`config.mk`:
```
export PLATFORM = sky130hd
export DESIGN_NAME = uart_hex_byte_sender
export DESIGN_NICKNAME = d
export VERILOG_FILES = /design/src/rtl/uart_hex_byte_sender.sv
export SDC_FILE = /design/constraint.sdc
export NUM_CORES = 1
export LEC_CHECK = 0
export CAP_MARGIN = 20
export CORE_ASPECT_RATIO = 1.25
export CORE_MARGIN = 3
export CORE_UTILIZATION = 40
export CTS_BUF_LIST = sky130_fd_sc_hd__clkbuf_2 sky130_fd_sc_hd__clkbuf_4 sky130_fd_sc_hd__clkbuf_8
export DETAILED_ROUTE_END_ITERATION = 12
export HOLD_SLACK_MARGIN = 0.1
export SKIP_LAST_GASP = 1
export SLEW_MARGIN = 20
export SYNTH_ARGS = -nofsm -noshare
export SYNTH_HDL_FRONTEND = slang
export SYNTH_SLANG_ARGS = --single-unit
```
`constraint.sdc`:
```
create_clock -name clk -period 2.2 [get_ports clk]
set_input_delay 0.66 -clock clk [delete_from_list [all_inputs] [get_ports clk]]
set_output_delay 0.66 -clock clk [all_outputs]
set_load 0.03 [all_outputs]
```
`src/rtl/uart_hex_byte_sender.sv`:
```
// Formats one byte as two uppercase ASCII hex chars (plus optional CR LF) and
// serializes them 8N1 on uart_txd, chars back-to-back with no idle gap.
module uart_hex_byte_sender #(
   parameter int CLKS_PER_BIT = 434,
   parameter int APPEND_CRLF  = 1
) (
   input  logic       clk,
   input  logic       rst,
   input  logic       send_req,
   input  logic [7:0] send_data,
   output logic       busy,
   output logic       done,
   output logic       uart_txd
);

   localparam int                BAUD_W    = (CLKS_PER_BIT > 1) ? $clog2(CLKS_PER_BIT) : 1;
   localparam logic [BAUD_W-1:0] BAUD_MAX  = BAUD_W'(CLKS_PER_BIT - 1);
   localparam logic [1:0]        LAST_CHAR = (APPEND_CRLF != 0) ? 2'd3 : 2'd1;

   typedef enum logic [1:0] {
      S_IDLE,
      S_START,
      S_DATA,
      S_STOP
   } state_t;

   state_t              r_state;
   state_t              w_next_state;
   logic [BAUD_W-1:0]   r_baud;
   logic [2:0]          r_bit;
   logic [1:0]          r_char_idx;
   logic                r_done;
   logic [7:0]          r_data;
   logic [7:0]          r_char;
   logic                w_baud_end;
   logic                w_accept;
   logic                w_next_char;
   logic                w_finish;
   logic                w_txd;

   function automatic logic [7:0] f_hex_ascii(input logic [3:0] i_nib);
      if (i_nib <= 4'd9)
         return 8'h30 + {4'h0, i_nib};
      else
         return 8'h37 + {4'h0, i_nib};
   endfunction

   function automatic logic [7:0] f_char_at(input logic [1:0] i_idx, input logic [7:0] i_byte);
      case (i_idx)
         2'd0:    return f_hex_ascii(i_byte[7:4]);
         2'd1:    return f_hex_ascii(i_byte[3:0]);
         2'd2:    return 8'h0D;
         default: return 8'h0A;
      endcase
   endfunction

   assign w_baud_end = (r_baud == BAUD_MAX);

   always_ff @(posedge clk or posedge rst) begin
      if (rst)
         r_state <= S_IDLE;
      else
         r_state <= w_next_state;
   end

   always_comb begin
      w_next_state = r_state;
      w_accept     = 1'b0;
      w_next_char  = 1'b0;
      w_finish     = 1'b0;
      case (r_state)
         S_IDLE: begin
            if (send_req) begin
               w_next_state = S_START;
               w_accept     = 1'b1;
            end
         end
         S_START: begin
            if (w_baud_end)
               w_next_state = S_DATA;
         end
         S_DATA: begin
            if (w_baud_end && (r_bit == 3'd7))
               w_next_state = S_STOP;
         end
         S_STOP: begin
            if (w_baud_end) begin
               if (r_char_idx == LAST_CHAR) begin
                  w_next_state = S_IDLE;
                  w_finish     = 1'b1;
               end else begin
                  w_next_state = S_START;
                  w_next_char  = 1'b1;
               end
            end
         end
         default: w_next_state = S_IDLE;
      endcase
   end

   // Baud, bit and char counters; all return to zero whenever the FSM is idle.
   always_ff @(posedge clk or posedge rst) begin
      if (rst) begin
         r_baud     <= '0;
         r_bit      <= '0;
         r_char_idx <= '0;
         r_done     <= 1'b0;
      end else begin
         r_done <= w_finish;

         if ((r_state == S_IDLE) || w_baud_end)
            r_baud <= '0;
         else
            r_baud <= r_baud + 1'b1;

         if (r_state != S_DATA)
            r_bit <= '0;
         else if (w_baud_end)
            r_bit <= r_bit + 3'd1;

         if (r_state == S_IDLE)
            r_char_idx <= '0;
         else if (w_next_char)
            r_char_idx <= r_char_idx + 2'd1;
      end
   end

   // The outgoing char is prepared on entry to START so DATA only indexes bits.
   always_ff @(posedge clk) begin
      if (w_accept) begin
         r_data <= send_data;
         r_char <= f_hex_ascii(send_data[7:4]);
      end else if (w_next_char) begin
         r_char <= f_char_at(r_char_idx + 2'd1, r_data);
      end
   end

   always_comb begin
      w_txd = 1'b1;
      case (r_state)
         S_START: w_txd = 1'b0;
         S_DATA:  w_txd = r_char[r_bit];
         default: w_txd = 1'b1;
      endcase
   end

   assign uart_txd = w_txd;
   assign busy     = (r_state != S_IDLE);
   assign done     = r_done;

endmodule

```
# --- Word level (Yosys, flattened, before mapping) ---
# Cells that the tools add are included.
word_totals:
  register_bits: 33
  output_inout_bits: 3
  word_cells: 70
op_classes:
  n_addsub: 9
  magnitude_cmp: 4
  n_eq_ne: 13
  mux: 28
  n_reduce_logical: 9
ops:
  columns: ["operator", "n"]
  rows:
  - ["adder 6 x 4 -> 7 bit (first input constant)", 6]
  - ["case mux 8 bit (3 select lines)", 1]
  - ["two-way mux 7 bit", 3]
  - ["two-way mux 8 bit", 2]
  - ["less-or-equal comparator 4 bit (second input constant)", 3]
  - ["two-way mux 2 bit", 6]
  - ["two-way mux 1 bit", 10]
  - ["inequality test 2 bit (second input constant)", 5]
  - ["adder 9 x 1 -> 9 bit (second input constant)", 1]
  - ["equality test 9 bit (second input constant)", 1]
  - ["two-way mux 9 bit", 1]
  - ["equality test 2 bit (second input constant)", 4]
  - ["case mux 2 bit (4 select lines)", 1]
  - ["nonzero test 2 bit", 4]
  - ["two-way mux 3 bit", 2]
  - ["equality test 2 x 1 -> 1 bit (second input constant)", 2]
  - ["zero test 2 bit", 2]
  - ["< comparator 3 x 4 -> 1 bit (second input constant)", 1]
  - ["AND reduction 4 bit", 1]
  - ["adder 3 x 1 -> 3 bit (second input constant)", 1]
  - ["binary-select mux 1 bit (select 3 bit)", 1]
  - ["equality test 3 bit (second input constant)", 1]
  - ["adder 2 x 1 -> 2 bit (second input constant)", 1]
  - ["case mux 1 bit (2 select lines)", 1]
  - ["other kinds (2)", 2]

# --- Logic depth before layout (Yosys ltp) ---
# Gate-level depths: netlist (run 1).
depth:
  ltp_word: 6
  depth_mapped: 8
  depth_no_buf: 7

# --- Worst setup path before layout (run 1) ---
# Ideal clock, no wire load.
synth_path:
  path_kind: "register to output"
  startpoint: "register r_state[0]"
  endpoint: "output port uart_txd"
  t_arrival_ns: 1.442
  t_required_ns: 1.540
  path_slack_ns: 0.098
  stages_incl_launch_ff: 4
  cell_sequence: "dfrtp_1 > inv_1 > ha_1 > o21ai_0"
synth_between:
  elab_chain_cells: 2
  elab_cells_between_ends: 3
synth_rtl:
  columns: ["element", "line_no", "source"]
  rows:
  - ["start, declared", "27", "state_t r_state;"]
  - ["start signal, assigned", "63", "r_state <= w_next_state;"]
  - ["equality test 2 bit / equality test 2 x 1 -> 1 bit (equally long branches)", "140", "case (r_state)"]
  - ["case mux 1 bit (2 select lines) *", "140", null]
  - ["end, declared", "13", "output logic uart_txd"]
# Every way passes the cells marked *; elsewhere a longest branch is shown, timed or not.

# --- Worst setup path after layout (run 1) ---
layout_path:
  startpoint: "register r_bit[0]"
  endpoint: "output port uart_txd"
layout_between:
  elab_chain_cells: 3
layout_rtl:
  columns: ["element", "line_no", "source"]
  rows:
  - ["start, declared", "30", "logic [2:0] r_bit;"]
  - ["start signal, assigned", "119", "r_bit <= r_bit + 3'd1;"]
  - ["binary-select mux 1 bit (select 3 bit)", "142", "S_DATA: w_txd = r_char[r_bit];"]
  - ["two-way mux 1 bit (not written as such)", "142", null]
  - ["case mux 1 bit (2 select lines)", "140", null]
# Every way passes these cells. The select of a mux whose other input is x is not followed.

==> flow_summary_export.csv, run 1 <==
group,metric,value,unit
sta,fin_skew,6.41,ps
drt,drc,0,
cells_and_area,fin_nets,243,
place,hpwl,3020,um
place,pre_cts_slack,-227,ps
floorplanning,die_w,67.8,um
drt,postRouteAntennaNets,0,
sta,setup_viol,1,
drt,num_vias,1448,
logic_synthesis,yosysWarnings,0,
pwr,p_leak,1.01,nW
logic_synthesis,synth_area_leaders,"edfxtp_1 24%, dfrtp_1 22%, ha_1 12%",
sta,slew-limit-headroom,0.612,
pwr,power.internal,0.00145,W
logic_synthesis,syn_area,1910,sq um
logic_synthesis,ys_seq_area_frac,0.458,
pwr,switching_share,0.347,
cts,cts_tree,"yes",
drt,detail_route.first_pass.iterations,4,
run_status,status,"finished, violations left",
cells_and_area,finalNonFillerCells,273,
grt,first_global_vias,1447,
logic_synthesis,synth_top_cell_by_area,"edfxtp_1",
drt,wirelength,3810,um
cts,htreeDepth,2,
setup_path,critical_path_class,"flip-flop to primary output",
setup_path,required,1540,ps
sta,period_share,1.02,
logic_synthesis,async_flop_share,0.531,
cells_and_area,final_util,0.519,
grt,grt_max_degree,18,
pwr,p_per_area,949,nW/um^2
logic_synthesis,ys_ff_latch,32,
pwr,power_frac_comb,0.409,
floorplanning,core,4490,sq um
pwr,pwr-share-seq,0.389,
logic_synthesis,synth_ff_type,"dfrtp_1",
sta,worstMarginPinSlew,579,ps
min_path,hold_class,"flip-flop to flip-flop",
cts,clock_latency,280,ps
floorplanning,rows,27,
min_path,holdPathStages,1,
sta,hold_viol_final,0,
grt,overflow,0,
sta,rsz0062_at_grt,"yes",
drt,drt_iter0_drc,84,
pwr,peakVddDrop,0.410,mV
cts,cts_made_buffers,5,
grt,track_usage,0.149,
logic_synthesis,syn-num-nets,206,
logic_synthesis,yosysUniqueCellTypes,44,
run_status,violations,"setup timing",
setup_path,rr_worst_depth,7,
cts,cts_setup_buffers,0,
cts,cts_sinks,32,
cells_and_area,seqCellArea,876,sq um
place,place_inst,265,
job,maxCapViolCount,0,
pwr,power.share.clock,0.202,
grt,antenna_found_initial,0,
cells_and_area,multi_input_area,967,sq um
sta,fmax,447,MHz
cells_and_area,syn_to_final_growth,22.1,%
place,place.gp.congestion,0.846,
logic_synthesis,avgSynthCellArea,10.8,sq um
drt,vias_per_cell,5.30,
floorplanning,ios,14,
pwr,power.switching,0.000768,W
cts,clockRootBuffer,"clkbuf_8",
setup_path,cp_max_fo,2,
cts,clk_pin_slew,70,ps
logic_synthesis,yosys-top-cells-count,"18 x ha_1, 18 x inv_1, 18 x nor2_1",
setup_path,startpoint_type,"flip-flop",
setup_path,arrival,1580,ps
cells_and_area,n_antenna_cell,0,
floorplanning,die_h,83.3,um
drt,routedWlPerCell,14.0,um
place,port_buffers,13,
cts,clock_path_buffers,2,
cells_and_area,layout-drive-gt1-share,0.186,
floorplanning,start_util,0.425,
logic_synthesis,synth_top_area_frac,0.236,
sta,finalCriticalPeriod,2240,ps
setup_path,endpoint_kind,"primary output",
grt,grt_pass1_wl,6400,um
logic_synthesis,synth-edff-count,15,
logic_synthesis,syn_inst,177,
floorplanning,die_area,5650,sq um
sta,worst_slack,-39.0,ps
cells_and_area,fill_cells,425,
sta,final-max-slew-violation-count,0,
## area by class of cell
cell class / instances / share of cell area
Clock inverter: 1 / 0.00215
Multi-Input combinational cell: 126 / 0.415
Clock buffer: 7 / 0.0359
Timing Repair Buffer: 31 / 0.112
Sequential cell: 32 / 0.376
Inverter: 18 / 0.0290
Tap cell: 58 / 0.0311
## through the flow
stage               hold WS [ps]  cell area, sq um  TNS, ps  total power [W]
finish                       488              2330    -39.0          0.00221
global route                 521              2330     -180          0.00237
CTS                          491              2320    -59.7          0.00224
detailed placement           483              2230     -908          0.00178
global placement             467              2230     -493          0.00174
floorplan                    453              1910        0          0.00146
## power by group through the flow
stage / clock network [W] / registers (W) / logic [W]
after floorplan: 0 / 0.000856 / 0.000603
after global placement: 0 / 0.000863 / 0.000873
after detailed placement: 0 / 0.000874 / 0.000905
after CTS: 0.000464 / 0.000861 / 0.000914
after global routing: 0.000495 / 0.000871 / 0.00100
final: 0.000448 / 0.000861 / 0.000905
## path summary, 6_finish.rpt
check                       endpoint  slack (ps)       from
hold / removal             r_baud[0]         490  r_baud[0]
max in group asynchronous  r_baud[2]        1320        rst
setup / recovery            uart_txd         -40   r_bit[0]
min in group asynchronous  r_baud[4]         690        rst
setup reg to reg           r_char[3]         250  r_data[4]
hold reg to reg            r_baud[0]         490  r_baud[0]
## critical path, stage by stage (launching register included)
cell and delay, ps:
dfrtp_1 370, mux4_2 510, o211ai_1 160, o21ai_1 80, buf_4 170
## sequential cells by signal, indices dropped and copies added (netlist names)
signal and flops:
r_char_idx 2, r_baud 9, r_bit 3, done 1, r_state 2, r_char 7, r_data 8
## cells by family (layout without fill, tap and decap cells)
group | Yosys count | count (layout) | share of synthesized area
buffers and inverters | 19 | 57 | 0.0413
adder cells (fa/ha/maj) | 18 | 18 | 0.118
multiplexers | 6 | 6 | 0.0406
AND/OR/NAND/NOR | 53 | 53 | 0.144
AO/OA/AOI/OAI | 40 | 40 | 0.157
flip-flops | 32 | 32 | 0.458
XOR/XNOR | 9 | 9 | 0.0413
## layer usage
metal	share of wire	track usage	wire, um
met3	0.037	0.0433	141
met5	0	0	0
met1	0.42	0.170	1590
met2	0.51	0.245	1960
met4	0.031	0.0778	118
## cell usage in the layout (no fill, tap or decap), types with 2 or more instances in the layout
| cell | n |
|---|---|
| buf_4 | 20 |
| nor2_1 | 18 |
| inv_1 | 18 |
| ha_1 | 17 |
| dfrtp_1 | 17 |
| edfxtp_1 | 15 |
| nand2_1 | 13 |
| clkdlybuf4s50_1 | 11 |
| xnor2_1 | 7 |
| nand3_1 | 6 |
| a21oi_1 | 5 |
| o21ai_0 | 5 |
| o211ai_1 | 5 |
| clkbuf_8 | 5 |
| mux2i_1 | 4 |
| o22ai_1 | 4 |
| a31oi_1 | 3 |
| and2_1 | 2 |
| nor2b_1 | 2 |
| xor2_1 | 2 |
| o21a_1 | 2 |
| a22oi_1 | 2 |
| a311oi_1 | 2 |
| nand3b_1 | 2 |
| o21ai_1 | 2 |
| clkbuf_4 | 2 |
## timing repair
| item | in CTS | in global routing |
|---|---|---|
| resized for setup | 9 | 3 |
| endpoints found under the setup margin | 2 | 10 |
| hold buffers | 0 | 0 |
Note: power is estimated with default switching activity, not from simulation.
==> inputs of run 2 (changes only) <==
GPL_TIMING_DRIVEN = 0   (was default)
SETUP_SLACK_MARGIN = 0.4   (was default)
==> flow_summary_export.csv, run 2 (synthesis gave the netlist of run 1 again) <==
group,metric,value,unit
floorplanning,die_area,5650,sq um
sta,rsz0062_at_grt,"yes",
pwr,p_per_area,983,nW/um^2
sta,slew-limit-headroom,0.555,
pwr,power.internal,0.00156,W
cells_and_area,final_cell_mix,"15 x dfrtp_1, 15 x edfxtp_1, 14 x buf_4, 13 x nor2_1",
setup_path,worst_path_dominant_cell_family,"multiplexers",
floorplanning,ios,14,
cells_and_area,top_regs,"r_baud x9, r_data x8, r_char x7",
setup_path,arrival,1550,ps
cells_and_area,n_antenna_cell,0,
pwr,pwr-share-seq,0.362,
cts,clk_pin_slew,70,ps
floorplanning,die_w,67.8,um
cts,htreeDepth,2,
grt,overflow,0,
sta,worst_slack,-10.7,ps
drt,wirelength,3830,um
floorplanning,core,4490,sq um
sta,final-max-slew-violation-count,0,
grt,grt_pass1_wl,6550,um
cells_and_area,largest_register_ffs,9,
cells_and_area,regMostFlops,"r_baud",
pwr,power_frac_comb,0.439,
cts,cts_sinks,32,
drt,detail_route.first_pass.iterations,6,
drt,num_vias,1449,
drt,routedWlPerCell,14.2,um
run_status,status,"finished, violations left",
setup_path,required,1540,ps
run_status,violations,"setup timing",
cts,clock_latency,280,ps
sta,finalCriticalPeriod,2210,ps
place,pre_cts_slack,-297,ps
place,place_inst,248,
place,port_buffers,13,
pwr,peakVddDrop,0.521,mV
cells_and_area,layout-drive-gt1-share,0.321,
cells_and_area,syn_to_final_growth,28.4,%
cts,ctsHoldBuffers,0,
min_path,hold_class,"flip-flop to flip-flop",
grt,first_global_vias,1481,
setup_path,rr_worst_depth,7,
pwr,power.share.clock,0.200,
setup_path,crit_slowest_cell,"mux4_2",
min_path,holdPathStages,1,
cts,cts_tree,"yes",
drt,vias_per_cell,5.37,
drt,postRouteAntennaNets,0,
setup_path,crit_buf_inv,1,
floorplanning,start_util,0.425,
sta,setup_viol,1,
cts,cts_made_buffers,5,
setup_path,cp_max_fo,2,
pwr,switching_share,0.351,
setup_path,slowest_delay,490,ps
floorplanning,rows,27,
drt,drc,0,
pwr,power.switching,0.000847,W
place,place.gp.congestion,0.778,
setup_path,startpoint_type,"flip-flop",
place,hpwl,2730,um
setup_path,path_cells,"mux4_2 -> o211ai_1 -> o21ai_2 -> buf_6",
grt,grt_max_degree,18,
setup_path,critical_path_class,"flip-flop to primary output",
cells_and_area,finalNonFillerCells,270,
setup_path,endpoint_kind,"primary output",
sta,fmax,452,MHz
sta,holdWs,488,ps
sta,hold_viol_final,0,
setup_path,cp.depth,4,
cells_and_area,fin_nets,240,
grt,track_usage,0.152,
sta,worstMarginPinSlew,667,ps
sta,period_share,1.00,
job,maxCapViolCount,0,
cts,clock_path_buffers,2,
cts,clockRootBuffer,"clkbuf_8",
grt,antenna_found_initial,0,
cells_and_area,fill_cells,398,
drt,drt_iter0_drc,74,
pwr,p_leak,1.02,nW
floorplanning,die_h,83.3,um
sta,fin_skew,5.87,ps
[run 2: worst paths after layout]
path / end / from / slack, ps
max: uart_txd / r_bit[0] / -10
min reg2reg: r_baud[0] / r_baud[0] / 490
min in group asynchronous: r_state[0] / rst / 780
max reg2reg: r_char[3] / r_data[4] / 440
min: r_baud[0] / r_baud[0] / 490
max in group asynchronous: r_bit[0] / rst / 950
[run 2: timing repair]
| action | 4_1_cts | 5_1_grt |
|---|---|---|
| resized for setup | 38 | 25 |
| setup buffers | 9 | 5 |
| pin swaps | 7 | 9 |
| setup endpoints to repair | 16 | 15 |
[run 2: final cells by class]
| cell class | count | area (sq um) | area share |
|---|---|---|---|
| Tap cell | 58 | 72.6 | 0.0296 |
| Timing Repair Buffer | 27 | 226 | 0.0923 |
| Inverter | 18 | 75.1 | 0.0306 |
| Multi-Input combinational cell | 126 | 1090 | 0.445 |
| Clock buffer | 8 | 97.6 | 0.0398 |
| Sequential cell | 32 | 878 | 0.358 |
| Buffer | 1 | 11.3 | 0.00459 |
[run 2: power by group through the flow]
stage	Combinational, W	Clock [W]	Sequential [W]
2_1_floorplan	0.000619	0	0.000856
3_3_place_gp	0.000792	0	0.000874
3_5_place_dp	0.000810	0	0.000883
4_1_cts	0.000983	0.000501	0.000866
5_1_grt	0.00118	0.000532	0.000882
6_report	0.00106	0.000481	0.000872
[run 2: metrics by stage]
step | setup TNS, ps | cell area [sq um] | total power, W | util
2_1_floorplan | 0 | 1920 | 0.00147 | -
3_3_place_gp | -958 | 2120 | 0.00167 | 0.472
3_5_place_dp | -1180 | 2120 | 0.00169 | 0.472
4_1_cts | -52.9 | 2340 | 0.00235 | 0.521
5_1_grt | -125 | 2450 | 0.00259 | 0.546
6_report | -10.7 | 2450 | 0.00241 | 0.546
[run 2: layer usage]
layer	part of all wire	wire, um	vias up	GRT usage
li1	-	-	709	-
met1	0.39	1500	693	0.170
met2	0.54	2070	38	0.264
met3	0.043	163	9	0.0419
met4	0.025	95	0	0.0579
met5	0	0	-	0
